$ cat src/rtl/gps_sample_fifo.sv
`default_nettype none
// ============================================================================
//  Module   : gps_sample_fifo
//  Purpose  : Captures the 2-bit I/Q front-end nibble on every rising edge of
//             the asynchronous GPS sample clock and drains it on a fixed
//             4-clock slot grid. Each drained nibble is strobed with a
//             one-cycle DATAREADY and held for the whole slot.
//
//  Ports    :
//     MCU_CLK_25_000   in   system clock, all logic on its rising edge
//     RESET_N          in   asynchronous active-low reset
//     GPS_CLK          in   front-end sample clock (asynchronous)
//     GPS_I0_IN..Q1_IN in   raw sample bits
//     TX_EN            in   drain enable, sampled only in slot 0
//     GPS_I0..GPS_Q1   out  held sample to the bridge
//     DATAREADY        out  one-cycle strobe, new sample this cycle
//     FIFO_LEVEL       out  occupancy 0..2**FIFO_AW
//     OVERFLOW         out  sticky, a sample was dropped
//     DROP_COUNT       out  saturating dropped-sample count (optional)
//
//  Config   : define GPS_FIFO_DROPCNT_EN to add the DROP_COUNT[7:0] output.
//
//  Revision : 1.0  initial release
// ============================================================================
module gps_sample_fifo #(
   parameter int FIFO_AW = 4
) (
   input  logic               MCU_CLK_25_000,
   input  logic               RESET_N,
   input  logic               GPS_CLK,
   input  logic               GPS_I0_IN,
   input  logic               GPS_I1_IN,
   input  logic               GPS_Q0_IN,
   input  logic               GPS_Q1_IN,
   input  logic               TX_EN,
   output logic               GPS_I0,
   output logic               GPS_I1,
   output logic               GPS_Q0,
   output logic               GPS_Q1,
   output logic               DATAREADY,
   output logic [FIFO_AW:0]   FIFO_LEVEL,
   output logic               OVERFLOW
`ifdef GPS_FIFO_DROPCNT_EN
   ,
   output logic [7:0]         DROP_COUNT
`endif
);

   localparam int                 DEPTH_N = 1 << FIFO_AW;
   localparam logic [FIFO_AW:0]   DEPTH   = {1'b1, {FIFO_AW{1'b0}}};

   // Synchroniser and data alignment pipeline
   logic             s0_q, s1_q, s2_q;
   logic             s0_d, s1_d, s2_d;
   logic [3:0]       d0_q, d1_q;
   logic [3:0]       d0_d, d1_d;

   // Arm counter: edge detection held off for the first clocks after reset
   logic [1:0]       arm_q, arm_d;

   // FIFO state
   logic [3:0]       mem_q [DEPTH_N];
   logic [FIFO_AW:0] wr_ptr_q, wr_ptr_d;
   logic [FIFO_AW:0] rd_ptr_q, rd_ptr_d;

   // Drain side
   logic [1:0]       slot_q, slot_d;
   logic [3:0]       out_q, out_d;
   logic             dataready_q, dataready_d;
   logic             overflow_q, overflow_d;

   logic [FIFO_AW:0] level;
   logic             full;
   logic             gps_edge;
   logic             pop;
   logic             push;
   logic             drop;

   // Occupancy from free-running pointers; the extra MSB separates full from empty
   assign level    = wr_ptr_q - rd_ptr_q;
   assign full     = (level == DEPTH);
   assign gps_edge = s1_q & ~s2_q & (arm_q == 2'd3);
   assign pop      = (slot_q == 2'd0) & TX_EN & (level != '0);
   // A full FIFO still accepts a sample when a pop frees a slot the same cycle
   assign push     = gps_edge & (~full | pop);
   assign drop     = gps_edge & full & ~pop;

   always_comb begin
      s0_d        = GPS_CLK;
      s1_d        = s0_q;
      s2_d        = s1_q;
      d0_d        = {GPS_Q1_IN, GPS_Q0_IN, GPS_I1_IN, GPS_I0_IN};
      d1_d        = d0_q;
      arm_d       = (arm_q == 2'd3) ? arm_q : arm_q + 2'd1;
      wr_ptr_d    = push ? wr_ptr_q + 1'b1 : wr_ptr_q;
      rd_ptr_d    = pop  ? rd_ptr_q + 1'b1 : rd_ptr_q;
      // Slot runs 1->2->3->0 once started; it only leaves 0 on a pop
      if (slot_q != 2'd0) begin
         slot_d = slot_q + 2'd1;
      end else begin
         slot_d = pop ? 2'd1 : 2'd0;
      end
      // Read happens before the same-edge write, so a full+pop+push cycle
      // returns the oldest entry even though the write targets that location
      out_d       = pop ? mem_q[rd_ptr_q[FIFO_AW-1:0]] : out_q;
      dataready_d = pop;
      overflow_d  = overflow_q | drop;
   end

   always_ff @(posedge MCU_CLK_25_000 or negedge RESET_N) begin
      if (!RESET_N) begin
         s0_q        <= 1'b0;
         s1_q        <= 1'b0;
         s2_q        <= 1'b0;
         d0_q        <= 4'd0;
         d1_q        <= 4'd0;
         arm_q       <= 2'd0;
         wr_ptr_q    <= '0;
         rd_ptr_q    <= '0;
         slot_q      <= 2'd0;
         out_q       <= 4'd0;
         dataready_q <= 1'b0;
         overflow_q  <= 1'b0;
      end else begin
         s0_q        <= s0_d;
         s1_q        <= s1_d;
         s2_q        <= s2_d;
         d0_q        <= d0_d;
         d1_q        <= d1_d;
         arm_q       <= arm_d;
         wr_ptr_q    <= wr_ptr_d;
         rd_ptr_q    <= rd_ptr_d;
         slot_q      <= slot_d;
         out_q       <= out_d;
         dataready_q <= dataready_d;
         overflow_q  <= overflow_d;
      end
   end

   // Storage array carries no reset; pointers define what is valid
   always_ff @(posedge MCU_CLK_25_000) begin
      if (push) begin
         mem_q[wr_ptr_q[FIFO_AW-1:0]] <= d1_q;
      end
   end

`ifdef GPS_FIFO_DROPCNT_EN
   logic [7:0] drop_cnt_q, drop_cnt_d;

   always_comb begin
      drop_cnt_d = drop_cnt_q;
      if (drop && (drop_cnt_q != 8'hFF)) begin
         drop_cnt_d = drop_cnt_q + 8'd1;
      end
   end

   always_ff @(posedge MCU_CLK_25_000 or negedge RESET_N) begin
      if (!RESET_N) begin
         drop_cnt_q <= 8'd0;
      end else begin
         drop_cnt_q <= drop_cnt_d;
      end
   end

   assign DROP_COUNT = drop_cnt_q;
`else
`endif

   assign {GPS_Q1, GPS_Q0, GPS_I1, GPS_I0} = out_q;
   assign DATAREADY  = dataready_q;
   assign FIFO_LEVEL = level;
   assign OVERFLOW   = overflow_q;

endmodule
`default_nettype wire

$ cat config.mk
export PLATFORM = sky130hd
export DESIGN_NAME = gps_sample_fifo
export DESIGN_NICKNAME = d
export VERILOG_FILES = /design/src/rtl/gps_sample_fifo.sv
export SDC_FILE = /design/constraint.sdc
export NUM_CORES = 1
export LEC_CHECK = 0
export BUFFER_PORTS_ARGS = -buffer_cell sky130_fd_sc_hd__buf_2
export CORE_MARGIN = 2
export CORE_UTILIZATION = 46
export CTS_CLUSTER_SIZE = 8
export DETAILED_ROUTE_END_ITERATION = 10
export GPL_ROUTABILITY_DRIVEN = 1
export PLACE_DENSITY_LB_ADDON = 0.15
export SLEW_MARGIN = 10
export SYNTH_ARGS = -nofsm -noshare
export SYNTH_HDL_FRONTEND = slang
export SYNTH_SLANG_ARGS = --single-unit
$ cat constraint.sdc
create_clock -name MCU_CLK_25_000 -period 9.8 [get_ports MCU_CLK_25_000]
set_clock_uncertainty 0.2 [all_clocks]
set_input_delay 1.96 -clock MCU_CLK_25_000 [delete_from_list [all_inputs] [get_ports MCU_CLK_25_000]]
set_output_delay 1.96 -clock MCU_CLK_25_000 [all_outputs]
set_load 0.02 [all_outputs]
==> metrics.md, run 1 <==
| Metric | Value |
|---|---|
| CTS Buffer Depth | 2 |
| Async set or reset register ratio after synthesis | 32.63% |
| Vias in the first global route | just under 2000 |
| Number of fill cells in the layout | 701 |
| Setup TNS | 0 ns |
| HP Class | reg2reg |
| Share of cells above drive strength 1 | between 20% and 30% |
| CTS tree | built |
| Outcome | finished clean |
| Worst hold slack | 0.1550 ns |
| Worst Tran Pin Value | 0.8138 ns |
| Crit share post-route | 51.64% |
| GPL Wtd Cong | approximately 0.74 |
| Total grt overflow | 0 |
| RSZ-0062 raised after global routing | no |
| Initial Util | 46.62% |
| Core footprint | roughly 8600 sq um |
| Worst slew margin | 45.75% |
| CTS buffer count | 9 |
| Fin area | 4392 sq um |
| HPWL Detailed | 4574 um |
| Crit path cell chain | inv_1 > fa_1 > a21o_1 > a21oi_4 > xor2_4 > inv_4 > buf_2 |
| Top-area cell type share of the netlist area | 47.97% |
| # rows | 34 |
| CP max stage delay | 0.88 ns |
| First-pass GRT wire length | 10980 um |
| Worst-path fanout max | 20 |
| IR drop worst, VDD | 125.8 uV |
| Synth area leaders | edfxtp_1, dfrtp_1, mux4_2 |
| DRC errors left | 0 |
| Later-pin clock latency in the skew report | ~0.35 ns |
| Main synth FF type | edfxtp_1 |
| Hold violation count in the final report | 0 |
| Postcts setup bufs | 0 |
| CTS Sinks | 95 |
| Synth unique cells | 44 |
| ANT cells | 0 |
| Pwr Density | 307.8 nW/um^2 |
| Layout Area Growth over Synthesis | 9.619% |
| Chip width | between 90 and 100 um |
| Post-layout min period | 5.060 ns |
| Yosys reg bits | 95 |
| Post-cts hold buffer count | 0 |
| Total GRT Usage | around 16% |
| Cts repair resizes | 0 |
| Sequential share of the synthesized area | 67.33% |
| # IOs | 19 |
| Synth Cell Area | between 4000 and 5000 sq um |
| Worst Path Required | 7.64 ns |
| Port-buffer cells | 18 |
| Final setup fails | 0 |
| Routed via count | 1951 |
| Antenna Nets Post-Route | 0 |
| CP Class | reg2out |
| H-tree depth | 3 |
| Nets | roughly 280 |
| Vias per inst | 5.245 |
| Synth area leader | edfxtp_1 |
| Worst setup SP type | register |
| Final wirelength | 6800 um |
| LEAKAGE | 1.602 nW |
| Synthesized net count | 257 |
| Synth Warn # | 0 |
| Max Cap Violations | 0 |
| Initial antenna violation count | 0 |
| Die Area | about 9500 sq um |
| Critical path endpoint category | primary output |
| Worst-path clk slew | approximately 0.090 ns |
| Syn avg cell area | 16.90 sq um |
| DP Area | 4203 sq um |
| FMAX | ~0.20 GHz |
| Root Driver | clkbuf_8 |
| Worst Path Arrival | 2.90 ns |
| Die Ht | just under 100 um |
| Pwr Total | 1.352 mW |
| Slew Viols, Final | 0 |
| TritonRoute pass-1 iters | 4 |
| Largest net degree at the start of global routing | 32 |
| Slowest CP cell | dfrtp_1 |
| Routed length per instance | 18.28 um |
| Number of synthesized flops with an enable pin | 64 |
| DR iter-0 viols | a little over 90 |
| Mapped Cells | 237 |
-- path summary, 6_finish.rpt --
check	from	endpoint	slack, ns	cells after the start
worst max register to register	rd_ptr_q[1]$_DFFE_PN0N_	mem_q[11][1]$_DFFE_PP_	6.06	7
worst max-delay path	rd_ptr_q[1]$_DFFE_PN0N_	FIFO_LEVEL[4]	4.74	7
max in group asynchronous	RESET_N	d1_q[1]$_DFF_PN0_	7.48	1
min in group asynchronous	RESET_N	rd_ptr_q[4]$_DFFE_PN0N_	1.46	1
worst min register to register	d0_q[3]$_DFF_PN0_	d1_q[3]$_DFF_PN0_	0.15	0
worst min-delay path	d0_q[3]$_DFF_PN0_	d1_q[3]$_DFF_PN0_	0.15	0
-- metrics by stage --
step	setup slack, ns	cells	util [%]
2_1_floorplan	5.289	237	-
4_1_cts	4.682	372	51.11
3_5_place_dp	5.076	356	48.91
3_3_place_gp	5.155	356	48.91
6_report	4.740	372	51.11
5_1_grt	4.534	372	51.11
-- power by group --
part           leakage [nW]  internal, mW  switching [mW]
logic                 0.569         0.237           0.328
clock network        0.0938         0.117           0.126
registers             0.939         0.481          0.0629
-- layout make-up --
class / instances / area [sq um] / share of cell area, %
Clock buffer: 10 / 127.6 / 2.906
Clock inverter: 6 / 61.31 / 1.396
Inverter: 13 / 51.30 / 1.168
Multi-Input combinational cell: 121 / 1221 / 27.81
Sequential cell: 95 / 2698 / 61.42
Tap cell: 108 / 135.1 / 3.077
Timing Repair Buffer: 19 / 97.59 / 2.222
-- per-layer routing --
layer  vias up  GRT usage, %  share of wire (%)
li1        924             -                  -
met1       978         23.13                 49
met2        40         22.92                 46
met3         9         3.453                3.5
met4         0         5.769                1.4
met5         -             0                  0
-- synth_stat cells (2+ instances only) --
cell	instances
o31ai_1	2
mux2_4	5
ha_1	11
edfxtp_1	64
inv_1	12
buf_2	2
a22oi_1	8
nand3_1	5
buf_1	2
xnor2_1	9
nand2_1	14
clkbuf_1	3
o21ai_0	3
nor2b_1	3
mux4_2	16
nor2_1	19
dfrtp_1	31
xor2_1	2
-- cell families (layout without fill, tap and decap cells) --
family / Yosys count / after routing / synth area share, %
AOI/OAI and AO/OA: 22 / 22 / 5.091
DFF: 95 / 95 / 67.33
xor gates and xnor gates: 13 / 13 / 3.498
and+or+nand+nor: 50 / 50 / 5.965
buffers and inverters: 21 / 48 / 2.186
adders and majority gates: 12 / 12 / 3.935
muxes: 24 / 24 / 11.99
-- critical path: cells and delay by family (launching register included) --
kind	cells	cell delay (ns)
compound gates	2	0.43
xor+xnor	1	0.33
fa+ha+maj	1	0.47
buf+inv	3	0.43
flops	1	0.88
-- registers in the layout (all words and copies together), names as in the netlist, 2 cells and up --
| signal | cells |
|---|---|
| rd_ptr_q | 5 |
| wr_ptr_q | 5 |
| d0_q | 4 |
| slot_q | 2 |
| out_q | 4 |
| arm_q | 2 |
| d1_q | 4 |
| mem_q | 64 |
-- cell usage in the layout (no fill, tap or decap), drive strengths merged, types with 2 or more instances in the layout --
master,instances
nor2b,3
clkbuf,10
buf,19
o21ai,5
xnor2,10
clkinv,4
inv,13
edfxtp,64
a21oi,2
a22oi,8
mux2,7
ha,11
nor2,19
xor2,3
nand3,5
nand2,14
mux4,16
o31ai,3
dfrtp,31
Power figures use the tool's default switching activity.
==> run 2: changes to the inputs <==
==> constraint.sdc (replaced) <==
create_clock -name MCU_CLK_25_000 -period 4.5 [get_ports MCU_CLK_25_000]
set_clock_uncertainty 0.2 [all_clocks]
set_input_delay 0.9 -clock MCU_CLK_25_000 [delete_from_list [all_inputs] [get_ports MCU_CLK_25_000]]
set_output_delay 0.9 -clock MCU_CLK_25_000 [all_outputs]
set_load 0.02 [all_outputs]
==> metrics.md, run 2 (synthesis results as in run 1) <==
| Metric | Value |
|---|---|
| Worst hold slack | 0.1523 ns (-0.002695 ns) |
| FMAX | 0.2720 GHz |
| Crit share post-route | about four fifths |
| Worst Tran Pin Value | 0.7270 ns (-0.08674 ns) |
| Logic depth of the worst path, buffers included | 9 (+2) |
| Max Cap Violations | 0 (unchanged) |
| Crit path cell chain | inv_1 > ha_1 > inv_1 > fa_1 > a21o_1 > a21oi_4 > xor2_4 > inv_4 > buf_2 |
| TritonRoute pass-1 iters | 4 (unchanged) |
| Total grt overflow | 0 (unchanged) |
| Total GRT Usage | 15.99% (+0.38 points) |
| Later-pin clock latency in the skew report | 0.35 ns (about the same) |
| Outcome | finished clean |
| Commonest non-fill, non-tap cell in the layout | edfxtp_1 |
| R2R Path End | mem_q[11][2]$_DFFE_PP_ |
| Postcts setup bufs | 0 (unchanged) |
| Slew Viols, Final | 0 (unchanged) |
| Worst setup SP type | register |
| CP Class | reg2out |
| Vias in the first global route | 2010 (+3.5%) |
| Pwr Density | 676.2 nW/um^2 (+120%) |
| RR Startpoint | wr_ptr_q[0]$_DFFE_PN0P_ |
| Critical path endpoint category | primary output |
| Multi-input logic area | 1221 sq um (unchanged) |
| Initial Util | 46.62% (unchanged) |
| First-pass GRT wire length | 11300 um (+3.0%) |
| Die Ht | 97.33 um (unchanged) |
| Reg2reg setup slack | 1.15 ns (-4.91 ns) |
| H-tree depth | 3 (unchanged) |
| Core footprint | 8593 sq um (unchanged) |
| Worst Setup SP | wr_ptr_q[0]$_DFFE_PN0P_ |
| Slowest CP cell | dfrtp_1 |
| IR drop worst, VDD | 322.3 uV (+160%) |
| Post-cts hold buffer count | 0 (unchanged) |
| CTS buffer count | 9 (unchanged) |
| DR iter-0 viols | 113 (+23%) |
| Root Driver | clkbuf_8 |
| Final setup fails | 0 (unchanged) |
| Worst-path clk slew | 0.09 ns (about the same) |
| Cts repair resizes | 0 (unchanged) |
| GPL Wtd Cong | 0.7303 (-1.3%) |
| Initial antenna violation count | 0 (unchanged) |
| RSZ-0062 raised after global routing | no |
| Reg area | 2698 sq um (unchanged) |
| # IOs | 19 (unchanged) |
| Chip width | 97.33 um (unchanged) |
| Die Area | 9472 sq um (unchanged) |
| Largest register FFs | 64 (unchanged) |
| Setup TNS | 0 ns (unchanged) |
| Share of cells above drive strength 1 | 24.91% (+0.66 points) |
| CP top delay family | adder cells |
| Final wirelength | 7000 um (+2.9%) |
| Commonest cells after routing, fill and taps aside | edfxtp_1, dfrtp_1, nor2_1 |
| Largest net degree at the start of global routing | 32 (unchanged) |
| Worst Path Arrival | 2.58 ns (-0.32 ns) |
| CP max stage delay | 0.45 ns (-0.43 ns) |
| Most used cell, CP | inv_1 |
| Routed via count | 1937 (-0.72%) |
| Routed length per instance | 18.77 um (+2.7%) |
| Critical path destination | FIFO_LEVEL[4] |
| HP Class | reg2reg |
| CTS Sinks | 95 (unchanged) |
| # rows | 34 (unchanged) |
| Port-buffer cells | 18 (unchanged) |
| Worst slew margin | 51.53% (+5.8 points) |
| Hold violation count in the final report | 0 (unchanged) |
| Post-layout min period | about 3.7 ns |
| Worst-path fanout max | 6 (-70%) |
| Antenna Nets Post-Route | 0 (unchanged) |
| LEAKAGE | 1.620 nW (+1.2%) |
| CTS Buffer Depth | 2 (unchanged) |
| Worst Path Required | 3.40 ns (-4.24 ns) |
| R2R depth | 9 (+2) |
| Layout Area Growth over Synthesis | 10.18% |
| ANT cells | 0 (unchanged) |
| Buf/Inv on CP | 4 (+1) |
| HPWL Detailed | 4695 um (+2.6%) |
| CTS tree | built |
| DRC errors left | 0 (unchanged) |
| Number of fill cells in the layout | 737 (+5.1%) |
| Nets | 280 (+0.36%) |
| Vias per inst | 5.193 (-0.98%) |
==> run 2: worst min-delay path by stage <==
stage | endpoint | slack, ns | from | cells after the start
after floorplan | d1_q[0]$_DFF_PN0_ | 0.13 | d0_q[0]$_DFF_PN0_ | 0
after global placement | d1_q[3]$_DFF_PN0_ | 0.13 | d0_q[3]$_DFF_PN0_ | 0
after detailed placement | d1_q[3]$_DFF_PN0_ | 0.14 | d0_q[3]$_DFF_PN0_ | 0
after CTS | d1_q[3]$_DFF_PN0_ | 0.16 | d0_q[3]$_DFF_PN0_ | 0
after global routing | d1_q[1]$_DFF_PN0_ | 0.16 | d0_q[1]$_DFF_PN0_ | 0
final | d1_q[3]$_DFF_PN0_ | 0.15 | d0_q[3]$_DFF_PN0_ | 0
==> run 2: layer usage <==
layer	wire (um)	GRT usage, %	part of all wire (%)	up-vias
li1	-	-	-	930
met1	3363	22.92	48	952
met2	3278	24.73	47	46
met3	224	2.374	3.2	9
met4	134	6.838	1.9	0
met5	0	0	0	-
==> run 2: per-stage QoR <==
stage / setup WS (ns) / area, sq um / util (%) / std cells / power, mW
6_report: 0.8240 / 4414 / 51.37 / 373 / 2.985
2_1_floorplan: 0.8533 / 4006 / - / 237 / 2.152
4_1_cts: 0.7706 / 4414 / 51.37 / 373 / 3.020
3_3_place_gp: 1.178 / 4210 / 49.00 / 357 / 2.450
3_5_place_dp: 1.131 / 4210 / 49.00 / 357 / 2.464
5_1_grt: 0.6528 / 4414 / 51.37 / 373 / 3.164
==> run 2: final cells by class <==
type / count / share of cell area, %
clock buffer: 14 / 4.393
clock inverter: 2 / 0.2268
inverter: 13 / 1.162
multi-input combinational: 121 / 27.66
sequential: 95 / 61.11
tap: 108 / 3.061
timing repair buffer: 20 / 2.381
==> run 2: report_power, final <==
part	internal, mW	switching, mW	total (mW)
logic	0.518	0.757	1.28
registers	1.05	0.106	1.15
clock network	0.279	0.278	0.557
==> run 3: changes to the inputs <==
==> constraint.sdc (replaced) <==
create_clock -name MCU_CLK_25_000 -period 3.7 [get_ports MCU_CLK_25_000]
set_clock_uncertainty 0.2 [all_clocks]
set_input_delay 0.74 -clock MCU_CLK_25_000 [delete_from_list [all_inputs] [get_ports MCU_CLK_25_000]]
set_output_delay 0.74 -clock MCU_CLK_25_000 [all_outputs]
set_load 0.02 [all_outputs]
==> metrics.md, run 3 (synthesis results as in run 1) <==
| Metric | Value |
|---|---|
| Final wirelength | 7049 um (+0.70%) |
| Worst-path fanout max | 6 (unchanged) |
| Routed wl met2 | 3275 um (about the same) |
| Chip width | 97.33 um (unchanged) |
| Die Ht | 97.33 um (unchanged) |
| Core footprint | 8593 sq um (unchanged) |
| Nets | 282 (+0.71%) |
| CTS buffer count | 9 (unchanged) |
| Port-buffer cells | 18 (unchanged) |
| Share of cells above drive strength 1 | 24.34% (-0.56 points) |
| Largest register FFs | 64 (unchanged) |
| Largest net degree at the start of global routing | 32 (unchanged) |
| Worst setup SP type | register |
| ANT cells | 0 (unchanged) |
| Crit share post-route | 94.06% |
| Pwr Density | 807.1 nW/um^2 (+19%) |
| Cts repair resizes | 0 (unchanged) |
| H-tree depth | 3 (unchanged) |
| GPL Wtd Cong | 0.7651 (+4.8%) |
| TritonRoute pass-1 iters | 4 (unchanged) |
| Die Area | 9472 sq um (unchanged) |
| # IOs | 19 (unchanged) |
| Uppermost layer routed | met4 |
| Crit path cell chain | inv_1 > ha_1 > inv_1 > fa_1 > a21o_1 > a21oi_4 > xor2_4 > inv_4 > buf_2 |
| Routed via count | 2006 (+3.6%) |
| Final setup fails | 0 (unchanged) |
| RR Startpoint | wr_ptr_q[0]$_DFFE_PN0P_ |
| Max Cap Violations | 0 (unchanged) |
| Vias per inst | 5.349 (+3.0%) |
| Setup TNS | 0 ns (unchanged) |
| Worst hold stages | 0 (unchanged) |
| R2R Path End | mem_q[11][1]$_DFFE_PP_ |
| HP Class | reg2reg |
| Worst Path Arrival | 2.54 ns (-0.04 ns) |
| Worst Setup SP | wr_ptr_q[0]$_DFFE_PN0P_ |
| Worst-path clk slew | 0.09 ns (about the same) |
| Logic depth of the worst path, buffers included | 9 (unchanged) |
| IR drop worst, VDD | 405.1 uV (+26%) |
| Commonest non-fill, non-tap cell in the layout | edfxtp_1 |
| Reg2reg setup slack | 0.46 ns (-0.69 ns) |
| R2R depth | 9 (unchanged) |
| Critical path destination | FIFO_LEVEL[4] |
| CP Class | reg2out |
| Antenna Nets Post-Route | 0 (unchanged) |
| Post-layout min period | 3.480 ns |
| Initial Util | 46.62% (unchanged) |
| DR WL met3 | 255 um (+14%) |
| DR iter-0 viols | 108 (-4.4%) |
| Buf/Inv on CP | 4 (unchanged) |
| Initial antenna violation count | 0 (unchanged) |
| # rows | 34 (unchanged) |
| Postcts setup bufs | 0 (unchanged) |
| FMAX | about 0.29 GHz |
| Layout Area Growth over Synthesis | 9.525% |
| Slowest CP cell | dfrtp_1 |
| Vias in the first global route | 2058 (+2.4%) |
| CTS Sinks | 95 (unchanged) |
| Routed met1 length | 3312 um (-1.5%) |
| Worst Tran Pin Value | 0.7024 ns (-0.02460 ns) |
| CP top delay family | adder cells |
| Fin area | 4388 sq um (-0.60%) |
| Outcome | finished clean |
| CP max stage delay | 0.44 ns (about the same) |
| CTS Buffer Depth | 2 (unchanged) |
| HPWL Detailed | 4835 um (+3.0%) |
| First-pass GRT wire length | 11390 um (+0.73%) |
| Total GRT Usage | 16.20% (+0.21 points) |
| LEAKAGE | 1.607 nW (-0.82%) |
| Post-cts hold buffer count | 0 (unchanged) |
| Worst Path Required | 2.76 ns (-0.64 ns) |
| Most used cell, CP | inv_1 |
| Hold violation count in the final report | 0 (unchanged) |
| Critical path endpoint category | primary output |
| Later-pin clock latency in the skew report | 0.35 ns (about the same) |
| Commonest cells after routing, fill and taps aside | edfxtp_1, dfrtp_1, nor2_1 |
| RSZ-0062 raised after global routing | no |
| DRC errors left | 0 (unchanged) |
| Worst slew margin | 53.17% (+1.6 points) |
| Slew Viols, Final | 0 (unchanged) |
| CTS tree | built |
| Root Driver | clkbuf_8 |
| DP Area | 4225 sq um (+0.36%) |
| Routed length per instance | 18.80 um (+0.16%) |
| Total grt overflow | 0 (unchanged) |
==> run 3: cell types whose count changed in the layout (fill, tap and decap cells not counted) <==
cell       previous run  this run
buf_4                 2         4
clkbuf_1              1         4
clkbuf_16             1         0
clkbuf_8             12        10
==> run 3: per-layer routing <==
layer | up-vias | GRT usage (%)
li1 | 935 | -
met1 | 1004 | 22.79
met2 | 49 | 23.82
met3 | 18 | 3.453
met4 | 0 | 8.761
met5 | - | 0
==> run 3: worst min-delay path by stage <==
stage | endpoint | from
6_report | d1_q[2]$_DFF_PN0_ | d0_q[2]$_DFF_PN0_
5_1_grt | d1_q[3]$_DFF_PN0_ | d0_q[3]$_DFF_PN0_
4_1_cts | d1_q[3]$_DFF_PN0_ | d0_q[3]$_DFF_PN0_
3_5_place_dp | d1_q[3]$_DFF_PN0_ | d0_q[3]$_DFF_PN0_
3_3_place_gp | d1_q[3]$_DFF_PN0_ | d0_q[3]$_DFF_PN0_
2_1_floorplan | d1_q[0]$_DFF_PN0_ | d0_q[0]$_DFF_PN0_
==> run 3: worst reg2reg max path: stages (launching register included) <==
cell and delay, ns:
dfrtp_1 0.44, inv_1 0.13, ha_1 0.18, inv_1 0.05
fa_1 0.39, xor2_1 0.25, nor4_1 0.12, mux2i_4 0.39
o311ai_4 0.17, nor3b_1 0.56
==> run 3: layout make-up <==
type / count / area (sq um)
fillers: 740 / 4205
repair buffers: 22 / 120.1
inverters: 13 / 51.30
clock inverters: 2 / 10.01
clock buffers: 14 / 152.6
multi-input cells: 121 / 1221
flip-flops and latches: 95 / 2698
well taps: 108 / 135.1
==> run 3: power breakdown <==
group,switching [mW],internal [mW]
combinational,0.921,0.634
clock,0.325,0.262
sequential,0.126,1.27
total,1.37,2.17
==> run 3: metrics by stage <==
stage	power (mW)	cells	worst slack, ns	util (%)	hold slack (ns)
after floorplan	2.618	237	0.05328	-	0.1312
after global placement	2.978	359	0.5599	49.17	0.1331
after detailed placement	2.994	359	0.4673	49.17	0.1355
after CTS	3.583	375	0.1855	51.06	0.1529
after global routing	3.774	375	0.04703	51.06	0.1565
final	3.541	375	0.2198	51.06	0.1491
